File: src/rtl/smux_arb_pkg.sv
// Shared definitions for the round-robin mux arbiter.
//   SRC_A / SRC_B : source tag values, identical to the SMUX2x1 select encoding
//   state_t       : output-register occupancy state
package smux_arb_pkg;

  localparam logic SRC_A = 1'b1;
  localparam logic SRC_B = 1'b0;

  typedef enum logic {
    ST_EMPTY = 1'b0,
    ST_FULL  = 1'b1
  } state_t;

endpackage

File: src/rtl/smux_rr_arbiter_if.sv
// Handshake bundle for smux_rr_arbiter.
//   a/aValid/aReady : requester A channel
//   b/bValid/bReady : requester B channel
//   d/dValid/dReady : registered output channel, dSrc tags its origin (1 = A)
//   cntA/cntB       : per-source accepted-transfer counters
// master = producers/consumer side, slave = arbiter side.
interface smux_rr_arbiter_if #(
  parameter int DATAWIDTH = 16,
  parameter int CNTW      = 8
);

  logic signed [DATAWIDTH-1:0] a;
  logic                        aValid;
  logic                        aReady;
  logic signed [DATAWIDTH-1:0] b;
  logic                        bValid;
  logic                        bReady;
  logic signed [DATAWIDTH-1:0] d;
  logic                        dValid;
  logic                        dReady;
  logic                        dSrc;
  logic [CNTW-1:0]             cntA;
  logic [CNTW-1:0]             cntB;

  modport master (
    output a, aValid, b, bValid, dReady,
    input  aReady, bReady, d, dValid, dSrc, cntA, cntB
  );

  modport slave (
    input  a, aValid, b, bValid, dReady,
    output aReady, bReady, d, dValid, dSrc, cntA, cntB
  );

endinterface

File: src/rtl/smux_rr_arbiter_mux.sv
// SMUX2x1: signed 2:1 data select, sel = 1 picks a, sel = 0 picks b.
//   a, b : signed inputs (DATAWIDTH)
//   sel  : select
//   d    : selected value, sign and width preserved
module SMUX2x1 #(
  parameter int DATAWIDTH = 16
) (
  input  logic signed [DATAWIDTH-1:0] a,
  input  logic signed [DATAWIDTH-1:0] b,
  input  logic                        sel,
  output logic signed [DATAWIDTH-1:0] d
);

  always_comb begin
    d = sel ? a : b;
  end

endmodule

File: src/rtl/smux_rr_arbiter.sv
// smux_rr_arbiter: round-robin sharing of one SMUX2x1 between two valid/ready
// requesters, feeding a single registered output with source tag and
// per-source transfer counters.
//   Clk : clock, rising edge
//   Rst : synchronous, active-low reset
//   bus : smux_rr_arbiter_if slave (requester A/B, output channel, counters)
module smux_rr_arbiter
  import smux_arb_pkg::*;
#(
  parameter int DATAWIDTH = 16,
  parameter int CNTW      = 8
) (
  input logic              Clk,
  input logic              Rst,
  smux_rr_arbiter_if.slave bus
);

  state_t                      state;
  state_t                      state_nxt;
  logic                        last;
  logic                        can_load;
  logic                        gnt_a;
  logic                        gnt_b;
  logic                        sel;
  logic signed [DATAWIDTH-1:0] mux_d;

  SMUX2x1 #(
    .DATAWIDTH(DATAWIDTH)
  ) u_mux (
    .a  (bus.a),
    .b  (bus.b),
    .sel(sel),
    .d  (mux_d)
  );

  // State register
  always_ff @(posedge Clk) begin
    if (!Rst) begin
      state <= ST_EMPTY;
    end else begin
      state <= state_nxt;
    end
  end

  // Next state: any load cycle either refills the register or drains it
  always_comb begin
    state_nxt = state;
    if (can_load) begin
      state_nxt = (gnt_a || gnt_b) ? ST_FULL : ST_EMPTY;
    end
  end

  // Outputs: grant is gated by Rst so nothing is accepted in a reset cycle.
  // On a tie the source opposite to the last winner is served.
  always_comb begin
    can_load   = Rst && ((state == ST_EMPTY) || bus.dReady);
    gnt_a      = can_load && bus.aValid && (!bus.bValid || (last == SRC_B));
    gnt_b      = can_load && bus.bValid && !gnt_a;
    sel        = gnt_a ? SRC_A : SRC_B;
    bus.aReady = gnt_a;
    bus.bReady = gnt_b;
    bus.dValid = (state == ST_FULL);
  end

  // Output register, round-robin memory and counters
  always_ff @(posedge Clk) begin
    if (!Rst) begin
      bus.d    <= '0;
      bus.dSrc <= SRC_B;
      last     <= SRC_B;
      bus.cntA <= '0;
      bus.cntB <= '0;
    end else if (gnt_a || gnt_b) begin
      bus.d    <= mux_d;
      bus.dSrc <= sel;
      last     <= sel;
      if (gnt_a) begin
        bus.cntA <= bus.cntA + 1'b1;
      end else begin
        bus.cntB <= bus.cntB + 1'b1;
      end
    end
  end

endmodule
File: src/flat_wrapper.sv
// flat-port wrapper written by rule: the top's interface ports become plain ports
module smux_rr_arbiter_flat import smux_arb_pkg::*;
#(
  parameter int DATAWIDTH = 16,
  parameter int CNTW      = 8
)
  (Clk, Rst, bus_a, bus_aValid, bus_b, bus_bValid, bus_dReady, bus_aReady, bus_bReady, bus_d, bus_dValid, bus_dSrc, bus_cntA, bus_cntB);
  smux_rr_arbiter_if #(.DATAWIDTH(DATAWIDTH), .CNTW(CNTW)) bus_i ();
  input logic Clk;
  input logic Rst;
  input wire logic [$bits(bus_i.a)-1:0] bus_a;
  input wire logic [$bits(bus_i.aValid)-1:0] bus_aValid;
  input wire logic [$bits(bus_i.b)-1:0] bus_b;
  input wire logic [$bits(bus_i.bValid)-1:0] bus_bValid;
  input wire logic [$bits(bus_i.dReady)-1:0] bus_dReady;
  output wire logic [$bits(bus_i.aReady)-1:0] bus_aReady;
  output wire logic [$bits(bus_i.bReady)-1:0] bus_bReady;
  output wire logic [$bits(bus_i.d)-1:0] bus_d;
  output wire logic [$bits(bus_i.dValid)-1:0] bus_dValid;
  output wire logic [$bits(bus_i.dSrc)-1:0] bus_dSrc;
  output wire logic [$bits(bus_i.cntA)-1:0] bus_cntA;
  output wire logic [$bits(bus_i.cntB)-1:0] bus_cntB;
  assign bus_i.a = bus_a;
  assign bus_i.aValid = bus_aValid;
  assign bus_i.b = bus_b;
  assign bus_i.bValid = bus_bValid;
  assign bus_i.dReady = bus_dReady;
  assign bus_aReady = bus_i.aReady;
  assign bus_bReady = bus_i.bReady;
  assign bus_d = bus_i.d;
  assign bus_dValid = bus_i.dValid;
  assign bus_dSrc = bus_i.dSrc;
  assign bus_cntA = bus_i.cntA;
  assign bus_cntB = bus_i.cntB;
  smux_rr_arbiter #(.DATAWIDTH(DATAWIDTH), .CNTW(CNTW)) u_core (.Clk(Clk), .Rst(Rst), .bus(bus_i));
endmodule
File: config.mk
export PLATFORM = sky130hd
export DESIGN_NAME = smux_rr_arbiter_flat
export DESIGN_NICKNAME = d
export VERILOG_FILES = /design/src/rtl/smux_arb_pkg.sv /design/src/rtl/smux_rr_arbiter_if.sv /design/src/rtl/smux_rr_arbiter_mux.sv /design/src/rtl/smux_rr_arbiter.sv /design/src/flat_wrapper.sv
export SDC_FILE = /design/constraint.sdc
export NUM_CORES = 1
export LEC_CHECK = 0
export ABC_CLOCK_PERIOD_IN_PS = 1700
export CORE_MARGIN = 5
export CORE_UTILIZATION = 40
export CTS_BUF_LIST = sky130_fd_sc_hd__clkbuf_2
export DETAILED_ROUTE_END_ITERATION = 12
export PLACE_DENSITY_LB_ADDON = 0.3
export SETUP_SLACK_MARGIN = 0.02
export SLEW_MARGIN = 20
export SYNTH_ARGS = -nofsm -noshare
export SYNTH_HDL_FRONTEND = slang
export SYNTH_SLANG_ARGS = --single-unit
File: constraint.sdc
create_clock -name Clk -period 1.7 [get_ports Clk]
set_input_delay 0.34 -clock Clk [delete_from_list [all_inputs] [get_ports Clk]]
set_output_delay 0.34 -clock Clk [all_outputs]
set_load 0.005 [all_outputs]
# Yosys cells after proc, flatten, opt, wreduce, memory -nomap -nowiden
# Index checks and enable logic that the tools add are counted.
# Widths: inputs -> output; s select.
[classes]
add_sub_neg = 2
n_mux = 3
bitwise = 3
reduce_logical = 12
[op_table]
columns = ["operator", "n"]
rows = [
  ["$add 8x1->8 const B", 2],
  ["$mux 16", 1],
  ["$logic_and 1x1->1", 5],
  ["$reduce_and 2->1", 2],
  ["$logic_or 1x1->1", 3],
  ["$not 1->1", 3],
  ["$logic_not 1->1", 2],
  ["$mux 1", 2],
]
[totals]
register_bits = 34
inputBits = 37
output_inout_bits = 36

# Longest topological paths before layout
# Gate-level depths: netlist (run 1).
[logic_depth]
depth_word = 9
depth_mapped = 6

# Hierarchy
# From an unflattened synthesis (run 1), not the netlist that was laid out.
[hier_totals]
cells_unflattened = 162
hier_area_um2 = 1647.8
[by_module_without_submodules]
columns = ["mod", "n_inst", "cells_per_inst", "area_each_um2", "seq_area_each_um2"]
rows = [
  ["smux_rr_arbiter", 1, 144, 1398.8, 680.7],
  ["SMUX2x1", 1, 18, 249.0, 0.0],
]

# Least setup slack after synthesis (run 1)
# OpenSTA, ideal clock, no wires.
[synth_timing]
path_type = "register to register"
from = "register u_core.bus.dSrc (netlist name)"
to = "register u_core.bus.cntB[7]"
setup_ns = 0.070
t_arrival_ns = 1.243
slack_ns = 0.388
stages_incl_launch_ff = 5
path_buffers = 0
period_less_slack_ns = 1.312
cell_sequence = "dfxtp_1 nand2b_1 nand4_2 or4_1 a21oi_1"
[synth_rtl]
columns = ["item", "line_no", "source"]
rows = [
  ["to (signal assigned)", "smux_rr_arbiter.sv:80", "bus.cntB <= bus.cntB + 1'b1;"],
  ["to (decl)", "smux_rr_arbiter_if.sv:32", "output aReady, bReady, d, dValid, dSrc, cntA, cntB"],
]

# Worst setup path after layout (run 1)
[layout_timing]
from = "register u_core.bus.cntA[3]"
to = "output port bus_cntA[3]"
[layout_rtl]
columns = ["item", "line_no", "source"]
rows = [
  ["from (decl)", "smux_rr_arbiter_if.sv:32", ""],
  ["from (signal assigned)", "smux_rr_arbiter.sv:78", "bus.cntA <= bus.cntA + 1'b1;"],
  ["to (decl)", "flat_wrapper.sv:21", "output wire logic [$bits(bus_i.cntA)-1:0] bus_cntA;"],
]
# No word-level cell between the ends.

==> results of run 1 <==
==> worst paths after layout <==
check                                                     start                               to  slack [ns]
worst max register to register   u_core.bus.dValid$_SDFFE_PN0P_  u_core.bus.cntA[7]$_SDFFE_PN0P_        0.12
worst min register to register  u_core.bus.cntB[6]$_SDFFE_PN0P_  u_core.bus.cntB[6]$_SDFFE_PN0P_        0.47
worst max-delay path            u_core.bus.cntA[3]$_SDFFE_PN0P_                      bus_cntA[3]        0.08
worst min-delay path                                 bus_dReady   u_core.bus.dValid$_SDFFE_PN0P_        0.29
==> cells in the mapped netlist (all sizes together), types with 2 or more instances <==
library cell,n
o31ai,3
nor2,37
a21oi,7
clkbuf,3
ha,2
dfxtp,34
mux2i,7
nand2,17
nand2b,2
nand3,4
or4,3
o21ai,3
xnor2,2
inv,4
o221ai,16
and4,2
nand4,6
buf,5
==> per-stage QoR <==
stage	utilization, %	power, mW	setup TNS [ns]
floorplan	-	0.9975	0
global placement	65.67	1.220	-2.007
detailed placement	65.67	1.224	-2.237
CTS	68.03	1.721	-0.008621
global route	71.28	1.793	0
finish	71.28	1.708	0
==> layout make-up <==
| cell class | count | area, µm² | share of cell area (%) |
|---|---|---|---|
| clock buffers | 5 | 25.02 | 1.036 |
| inverters | 4 | 15.01 | 0.6214 |
| multi-input cells | 115 | 681.9 | 28.22 |
| repair buffers | 91 | 879.6 | 36.41 |
| flip-flops and latches | 34 | 723.2 | 29.93 |
| clock inverters | 2 | 33.78 | 1.398 |
| well taps | 46 | 57.56 | 2.382 |
==> kinds of logic after synthesis <==
| group | Yosys count | synth area share, % |
|---|---|---|
| mux | 7 | 4.965 |
| compound gates | 31 | 16.31 |
| simple gates | 73 | 23.67 |
| xor+xnor | 2 | 1.241 |
| flops | 34 | 48.23 |
| buf+inv | 12 | 3.812 |
| fa+ha+maj | 2 | 1.773 |
==> what timing repair did <==
| item | CTS | global route |
|---|---|---|
| pin swaps | 1 | 1 |
| resized for setup | 19 | 23 |
| setup buffers | 1 | 8 |
| gates cloned | 0 | 1 |
| endpoints found under the setup margin | 14 | 21 |
==> cells in the final DEF, fill, tap and decap left out <==
cell,instances
sky130_fd_sc_hd__clkdlybuf4s15_2,1
sky130_fd_sc_hd__inv_2,2
sky130_fd_sc_hd__o221ai_1,16
sky130_fd_sc_hd__or4_1,3
sky130_fd_sc_hd__inv_1,2
sky130_fd_sc_hd__clkdlybuf4s50_1,65
sky130_fd_sc_hd__ha_1,2
sky130_fd_sc_hd__dfxtp_1,16
sky130_fd_sc_hd__o41ai_1,1
sky130_fd_sc_hd__nand2b_4,1
sky130_fd_sc_hd__xnor2_1,2
sky130_fd_sc_hd__clkinv_1,1
sky130_fd_sc_hd__a21oi_1,7
sky130_fd_sc_hd__buf_6,2
sky130_fd_sc_hd__bufinv_16,1
sky130_fd_sc_hd__and4_1,2
sky130_fd_sc_hd__nor2b_1,1
sky130_fd_sc_hd__nand2_1,17
sky130_fd_sc_hd__dfxtp_2,10
sky130_fd_sc_hd__nand4_2,1
sky130_fd_sc_hd__or3_1,1
sky130_fd_sc_hd__dfxtp_4,8
sky130_fd_sc_hd__o31ai_1,3
sky130_fd_sc_hd__mux2i_1,7
sky130_fd_sc_hd__buf_4,17
sky130_fd_sc_hd__o311ai_0,1
sky130_fd_sc_hd__nand4_1,5
sky130_fd_sc_hd__dlymetal6s2s_1,5
sky130_fd_sc_hd__nand3_1,4
sky130_fd_sc_hd__clkbuf_2,5
sky130_fd_sc_hd__o21ai_0,3
sky130_fd_sc_hd__nand2b_1,1
sky130_fd_sc_hd__nor2_1,37
sky130_fd_sc_hd__buf_2,1
==> flip-flops by register name (all words and copies together), names as in the netlist <==
register / flops
u_core.bus.cntA: 8
u_core.bus.dValid: 1
u_core.bus.cntB: 8
u_core.bus.dSrc: 1
u_core.bus.d: 16
==> worst register-to-register path: cells and delay by family, from the launching register on <==
family | cells | cell delay (ns)
AND/OR/NAND/NOR | 3 | 0.76
flip-flops | 1 | 0.38
buffers and inverters | 1 | 0.19
AO/OA/AOI/OAI | 1 | 0.16
==> routing by layer <==
metal / track usage (%) / up-vias / share of wire (%)
met4: 4.555 / 0 / 0.96
li1: - / 763 / -
met2: 27.22 / 48 / 47
met5: 0 / - / 0
met3: 8.261 / 5 / 9.1
met1: 19.73 / 701 / 43
==> power groups by stage <==
stage | clock (mW) | combinational, mW | sequential [mW]
floorplan | 0 | 0.103 | 0.894
CTS | 0.509 | 0.333 | 0.879
detailed placement | 0 | 0.330 | 0.894
finish | 0.497 | 0.342 | 0.870
global placement | 0 | 0.328 | 0.892
global route | 0.545 | 0.371 | 0.877
==> impl.org, run 1 <==
** Run status
- The flow ran to the end, and the final reports show no timing, DRC or antenna violations.

** Worst setup path
- For the worst setup path, the data required time is 1.36 ns.
- Startpoint type of the worst setup path :: flop
- The number of buffers and inverters on the critical path is 1.
- Number of gates on the worst path with buffers counted :: 1
- The worst setup path is captured at an output port.
- For this run, the slowest stage of the critical path takes 0.50 ns.
- CP Cell Sequence :: clkdlybuf4s50_1
- On the critical path the largest part of the delay comes from buffers and inverters.
- Largest fanout of any net on the critical path :: 6
- The critical path in this run is classified as reg -> out.
- CP arrival :: 1.28 ns
- Slowest cell on the critical path :: sky130_fd_sc_hd__clkdlybuf4s50_1
- The worst register-to-register path has a depth of 5.

** Placement
- Instance area after placement :: 0.002226 mm²
- Timing analysis after detailed placement gives a worst setup slack of -0.3956 ns.
- Buffers placed on the I/O ports in this run total 72.
- Detailed placement ended at an HPWL of 3022 µm.
- Including well taps, the total number of placed cells is 281.
- Final GP Congestion :: 0.7848

** CTS
- Clock buffer depth :: 2
- TritonCTS clock tree :: yes
- CTS H-tree depth :: 2
- Clock root buffer :: sky130_fd_sc_hd__clkbuf_2
- Number of buffers added by the clock tree synthesis step :: 5
- Post-CTS Hold Fix Bufs :: 0
- After clock tree synthesis, the clock-pin slew on the worst setup and hold paths is 0.17 ns.
- CTS Sinks :: 34
- Clk_lat worst skew :: 0.37 ns

** Power
- IR analysis of the VDD net gives a maximum drop of 0.6256 mV.
- Internal Power :: 1.294 mW
- Of the total power, combinational logic draws 20.0%.
- For this design the static power due to leakage is 1.004 nW.
- Flop pwr share :: 50.9%
- Sw power :: 0.4142 mW
- Net switching is 24.24% of the power.
- Total power divided by cell area :: 707.1 mW/mm²
- Share of power burned in the clock network :: 29.1%

** Finish
- Final net count :: 290
- FILL cells :: 268
- Non-Filler Instances :: 297
- From synthesis to final layout, the design area changed by 71.19%.
- After routing the design area is 0.002416 mm².
- Cells with a size suffix above 1 make up 19.52% of the layout.
- Number of inserted diodes :: 0

** Timing
- Post-Route Skew :: 0.02684 ns
- Total count of hold-check failures in the final report :: 0
- The clock period could shrink to 1.624 ns.
- Final worst-path setup slack :: 0.07614 ns
- Final-report max-slew violation count :: 0
- Setup violations remaining at the end of the flow were counted as 0.
- Hold is met by 0.2860 ns.
- Setup repair after global routing left no endpoint under its margin.
- Max-slew headroom :: 78.34%
- Worst-Margin Slew :: 0.3209 ns
- Based on the critical path, the design can be clocked at up to 0.6158 GHz.
- Share of the clock period used by the worst path :: 95.52%

** Synth
- Sequential cell area fraction in the yosys report :: 48.23%
- The number of nets in the synthesized netlist is 200.
- After synthesis, the share of flip-flops with an asynchronous set or reset is 0%.
- Yosys mapped a number of flops with a built-in enable equal to 0.
- The largest total area in the synthesized netlist belongs to sky130_fd_sc_hd__dfxtp_1.
- Ranked by total cell area, the synthesized netlist is headed by sky130_fd_sc_hd__dfxtp_1, sky130_fd_sc_hd__o221ai_1, sky130_fd_sc_hd__nor2_1.
- Mean Syn Cell Area :: 8.766 µm²
- Cell area after synthesis :: 0.001411 mm²
- Summed over its instances, the top area cell type makes up 48.23% of the synthesized netlist area.
- Number of distinct library cell variants in the gate-level netlist after synthesis :: 26
- Post-synthesis register bit count :: 34
- The Yosys step of the flow raised 0 warnings.
- In the synthesized netlist, the number of instances is 161.
- Commonest register cell after synthesis :: sky130_fd_sc_hd__dfxtp_1

** Route
- Average wire length per cell after detail routing :: 13.97 µm
- After detailed routing, the total wire length is 4148 µm.
- Drt first-iter violations :: 89
- After detailed routing, the number of remaining DRC violations is 0.
- Number of vias per cell after detailed routing :: 5.108
- The routed layout has 1517 vias.
- The first detailed-routing pass ran for 4 iterations.
- Final antenna-violating net count :: 0

** Die
- Die outline area :: 0.004816 mm²
- Core box area :: 0.003390 mm²
- Effective utilization at floorplan :: 41.64%
- Pin placement for this block handled 73 I/O pins.
- Num rows :: 21
- Die Width :: 69.40 µm
- From bottom edge to top edge, the die measures 69.40 µm.

** Hold path
- Worst hold-check path type :: in -> reg
- Cell count of the worst hold path :: 3

** Global routing
- Entering global routing, the biggest net connects 24 pins.
- Antenna violations before repair :: 0
- Wire length of the first global-routing pass :: 6679 µm
- Number of global-route vias before repair :: 1418
- Global routing consumed, over all layers together, 16.83% of the routing resources.
- Global routing finished with a remaining overflow of 0.

** Flow run
- Total of max-cap violations :: 0
(Power assumes the default switching activity.)
==> run 2, diff against run 1 <==
Settings changed: CAP_MARGIN set to 10.
==> results of run 2 <==
Final layout, timing and power as in run 1 (identical DEF).
